### config.mk
export PLATFORM = sky130hd
export DESIGN_NAME = fifo
export DESIGN_NICKNAME = d
export VERILOG_FILES = /design/src/rtl/fifo_pkg.sv /design/src/rtl/fifo_mem.sv /design/src/rtl/fifo.sv
export SDC_FILE = /design/constraint.sdc
export NUM_CORES = 1
export LEC_CHECK = 0
export ABC_CLOCK_PERIOD_IN_PS = 3750
export CORE_MARGIN = 1.5
export CORE_UTILIZATION = 40
export DETAILED_ROUTE_END_ITERATION = 16
export HOLD_SLACK_MARGIN = 0.03
export PLACE_DENSITY = 0.67
export SLEW_MARGIN = 20
export SYNTH_ARGS = -nofsm -noshare
export SYNTH_HDL_FRONTEND = slang
export SYNTH_SLANG_ARGS = --single-unit
### constraint.sdc
create_clock -name clk -period 3.75 [get_ports clk]
set_input_delay 0.75 -clock clk [delete_from_list [all_inputs] [get_ports clk]]
set_output_delay 0.75 -clock clk [all_outputs]
set_load 0.005 [all_outputs]
### src/rtl/fifo_pkg.sv
// fifo_pkg: shared link command encodings, FSM state type and default sizes for the replay fifo
package fifo_pkg;
  localparam int DEPTH_DEF = 16;
  localparam int SEQ_W_DEF = 12;
  localparam logic [1:0] CMD_IDLE = 2'b00;
  localparam logic [1:0] CMD_ACK  = 2'b01;
  localparam logic [1:0] CMD_NACK = 2'b10;
  typedef logic [0:0] state_t;
  localparam state_t ST_IDLE   = 1'b0;
  localparam state_t ST_REPLAY = 1'b1;
endpackage

### src/rtl/fifo_mem.sv
// fifo_mem: DEPTH x 16 storage with one synchronous write port and one combinational read port
module fifo_mem #(
  parameter int DEPTH = 16,
  parameter int AW = $clog2(DEPTH)
) (
  input  logic          clk,
  input  logic          we,
  input  logic [AW-1:0] waddr,
  input  logic [15:0]   wdata,
  input  logic [AW-1:0] raddr,
  output logic [15:0]   rdata
);
  logic [15:0] mem [DEPTH];
  always_ff @(posedge clk) if (we) mem[waddr] <= wdata;
  assign rdata = mem[raddr];
endmodule

### src/rtl/fifo.sv
// fifo: replay buffer retiring entries on ACK and re-emitting all unacknowledged words on NACK or timeout
module fifo
  import fifo_pkg::*;
#(
  parameter int DEPTH = DEPTH_DEF,
  parameter int SEQ_W = SEQ_W_DEF
) (
  input  logic                     clk,
  input  logic                     rst,
  input  logic                     en,
  input  logic [15:0]              data_in,
  input  logic                     wr,
  input  logic [1:0]               rd,
  input  logic                     tim_out,
  input  logic                     rep,
  output logic [15:0]              data_out,
  output logic                     rdy,
  output logic                     empty,
  output logic                     full,
  output logic [SEQ_W-1:0]         seq,
  output logic [SEQ_W-1:0]         num_packets_to_replay,
  output logic [$clog2(DEPTH)-1:0] replay_index
);
  localparam int AW = $clog2(DEPTH);
  logic [AW-1:0] wp_q, wp_d, rp_q, rp_d, ri_q, ri_d;
  logic [AW:0] cnt_q, cnt_d;
  logic [SEQ_W-1:0] seq_q, seq_d, npr_q, npr_d;
  logic [15:0] dout_q, dout_d, rdata;
  logic rdy_q, rdy_d;
  state_t state_q, state_d;
  logic wr_ok, ack, nack, emit, idle;
  assign empty = cnt_q == '0;
  assign full  = cnt_q == (AW+1)'(DEPTH);
  assign idle  = state_q == ST_IDLE;
  // a timeout coinciding with ACK wins, so the replay snapshot never races a retire
  assign nack  = en & idle & !empty & (rd == CMD_NACK | tim_out);
  assign ack   = en & idle & !empty & rd == CMD_ACK & !tim_out;
  assign wr_ok = en & wr & !full;
  assign emit  = en & rep & !idle;
  fifo_mem #(.DEPTH(DEPTH)) u_mem (
    .clk(clk), .we(wr_ok), .waddr(wp_q), .wdata(data_in), .raddr(ri_q), .rdata(rdata)
  );
  always_comb begin
    wp_d    = wr_ok ? wp_q + 1'b1 : wp_q;
    rp_d    = ack ? rp_q + 1'b1 : rp_q;
    cnt_d   = (wr_ok & !ack) ? cnt_q + 1'b1 : (ack & !wr_ok) ? cnt_q - 1'b1 : cnt_q;
    seq_d   = wr_ok ? seq_q + 1'b1 : seq_q;
    ri_d    = nack ? rp_q : emit ? ri_q + 1'b1 : ri_q;
    npr_d   = nack ? SEQ_W'(cnt_q) : emit ? npr_q - 1'b1 : npr_q;
    state_d = nack ? ST_REPLAY : (emit & npr_q == SEQ_W'(1)) ? ST_IDLE : state_q;
    dout_d  = emit ? rdata : dout_q;
    rdy_d   = emit;
  end
  always_ff @(posedge clk or negedge rst) begin
    if (!rst) begin
      wp_q    <= '0;
      rp_q    <= '0;
      cnt_q   <= '0;
      seq_q   <= '0;
      ri_q    <= '0;
      npr_q   <= '0;
      state_q <= ST_IDLE;
      dout_q  <= '0;
      rdy_q   <= 1'b0;
    end else begin
      wp_q    <= wp_d;
      rp_q    <= rp_d;
      cnt_q   <= cnt_d;
      seq_q   <= seq_d;
      ri_q    <= ri_d;
      npr_q   <= npr_d;
      state_q <= state_d;
      dout_q  <= dout_d;
      rdy_q   <= rdy_d;
    end
  end
  assign data_out              = dout_q;
  assign rdy                   = rdy_q;
  assign seq                   = seq_q;
  assign num_packets_to_replay = npr_q;
  assign replay_index          = ri_q;
endmodule

==> results.toml <==
[cts]
hold_buffers = 0
cts_htree_levels = 1
clock_path_buffers = 3
cts.clk_slew.worst_paths_ns = 0.07
postCtsSetupRepairBufs = 0
clk_latency_ns = 0.56
cts_resized = 0
cts_tree = "yes"
cts_buffers = 31
cts.sinks = 315
cts-root-buf = "clkbuf_16"

[status]
status = "complete, no violations"

[setup_path]
crit_chain = "or4_1 > nor2_1 > clkdlybuf4s50_1"
critPathMaxFanout = 6
critical_path_class = "reg -> out"
endpoint_kind = "output pin"
crit_arrival_ns = 2.25
cpPeakStageDelay_ns = 0.62
critical-path-slowest-cell = "or4_1"
critPathLaunchType = "register"
required_ns = 3.00
r2r_slack_ns = 0.87

[detailed_routing]
viasPerCell = 5.47
totalWireLength_mm = 26.8
drt-initial-drc-count = 493
drt_first_pass_iters = 6
drc = 0
detail-route-antenna-nets = 0
vias = 6679
wl_per_cell_um = 21.9

[synthesis]
synthCells = 692
netlist.area_leader.share = 0.615
synthesis.nets = 730
ys_seq_area_frac = 0.734
yosys_warnings = 0
synth_seq_cells = 315
synthTopCellsByArea = "edfxtp_1 (62%), dfrtp_1 (12%), mux4_2 (8.8%), mux2i_1 (3.9%), xnor2_1 (1.5%)"
syn_avg_cell_area_um2 = 18.1
synth_top_cells_by_count = "edfxtp_1 (256), dfrtp_1 (59), mux2i_1 (49), mux4_2 (49), nand2_1 (39)"
synthesis.area_um2 = 12500
yosysUniqueCellTypes = 45
post-synth-top-count-cell = "edfxtp_1"
synthArstFlopShare = 0.187
synth_top_area_cell = "edfxtp_1"
synth_top_flop_cell = "edfxtp_1"
synth_edf_count = 256

[sta]
hold_violations = 0
finalCritPeriodShare = 0.801
period_needed_ns = 3.00
tns_ns = 0
fin_skew_ns = 0.0197
slew_headroom = 0.423
setup_violations = 0
rsz0062_at_grt = "no"
max_clock_freq_mhz = 333
worstMarginPinSlew_ns = 0.844
slew_viol_final = 0

[cells_and_area]
final_util = 0.488
drive_gt1_frac = 0.202
area_delta_synth_final_pct = 19.9
fin_nets = 839
stdcell_area_um2 = 15000
num_antenna_cells = 0

[hold_path]
hp-class = "in -> async"

[power_and_ir_drop]
p_per_area_nw_per_um2 = 690
power_leakage_nw = 5.06
vdd_drop_max_v = 0.000354

[grt]
grt_pass1_wl_mm = 41.9
antenna_found_initial = 0
grt_max_degree = 47
grt_pass1_vias = 6978
grt_use_total = 0.168
grt_overflow_total = 0

[placement]
gp_congestion = 0.800
port_buffers = 70
placed_area_um2 = 13900
dp_hpwl_mm = 17.0

[floorplanning]
rows = 64
coreArea_um2 = 30700
ios = 71
initial_core_util = 0.407
die_y_um = 180
die_w_um = 180
die_area_um2 = 32300

[run]
drv_cap = 0
[through the flow]
| stage | setup WS, ns | std cells | hold WS [ns] | total power [mW] |
|---|---|---|---|---|
| global placement | 0.522 | 1164 | 0.458 | 7.27 |
| floorplan | 0.622 | 692 | 0.441 | 6.24 |
| finish | 0.747 | 1221 | 0.263 | 10.3 |
| CTS | 0.720 | 1221 | 0.263 | 10.4 |
| detailed placement | 0.511 | 1164 | 0.461 | 7.33 |
| global route | 0.646 | 1221 | 0.297 | 10.8 |
[critical path: cells and delay by family (launching register included)]
kind | cells | cell delay (ns)
simple gates | 2 | 0.74
buf+inv | 1 | 0.51
flops | 1 | 0.46
[power by group]
group          leakage, nW  internal [mW]  switching (mW)
combinational         1.52           1.38            1.07
sequential            3.05           4.18           0.592
clock                0.494           1.83            1.28
[routing by layer]
metal	GRT usage	up-vias	routed length, µm
met5	0	-	0
met1	0.239	3476	11900
met3	0.0316	23	1650
met4	0.0387	0	328
met2	0.272	209	13000
li1	-	2971	-
[state kept, by name (all words and copies together), names as in the netlist]
| signal | cells |
|---|---|
| u_mem.mem | 256 |
| data_out | 16 |
| num_packets_to_replay | 12 |
| seq | 12 |
| cnt_q | 5 |
| replay_index | 4 |
| rp_q | 4 |
| wp_q | 4 |
| rdy | 1 |
| state_q | 1 |
[final cells by class]
cell class	count	area [µm²]
clock buffer	43	871
tap	396	495
sequential	315	9170
inverter	8	30.0
clock inverter	14	165
multi-input combinational	334	3190
fill	2551	15700
timing repair buffer	111	1050
[path summary, 6_finish.rpt]
| path | startpoint | endpoint | depth (start not counted) |
|---|---|---|---|
| worst max-delay path | cnt_q[0] | empty | 3 |
| worst min-delay path | rst | seq[1] | 1 |
| worst max register to register | cnt_q[0] | cnt_q[4] | 9 |
| worst min register to register | rp_q[3] | rp_q[3] | 1 |
| max in group asynchronous | rst | replay_index[0] | 2 |
| min in group clk | rp_q[3] | rp_q[3] | 1 |
[cells by family after synthesis]
family | after synthesis | share of synthesized area
xor gates and xnor gates | 28 | 0.0196
adders and majority gates | 14 | 0.0146
and+or+nand+nor | 109 | 0.0420
AOI/OAI and AO/OA | 82 | 0.0455
muxes | 101 | 0.130
DFF | 315 | 0.734
buffers and inverters | 43 | 0.0145
[cell usage in the layout (no fill, tap or decap), types with 4 or more instances in the layout]
cell             count
clkbuf_8             5
nor2_2              10
o21ai_0             27
nor2_1              16
clkbuf_16           31
a21oi_1              7
ha_1                13
mux4_2              49
nand4_1              7
buf_4               37
inv_1                8
clkinv_2             4
dfrtp_1             56
xnor2_1             21
nand3_1              9
xor2_1               7
a221oi_1            15
nand2_1             39
clkbuf_1             7
nor3_2               4
clkinvlp_4           5
o211ai_1            16
mux2i_1             49
clkdlybuf4s50_1     69
buf_12               4
edfxtp_1           256
Power figures use the tool's default switching activity.
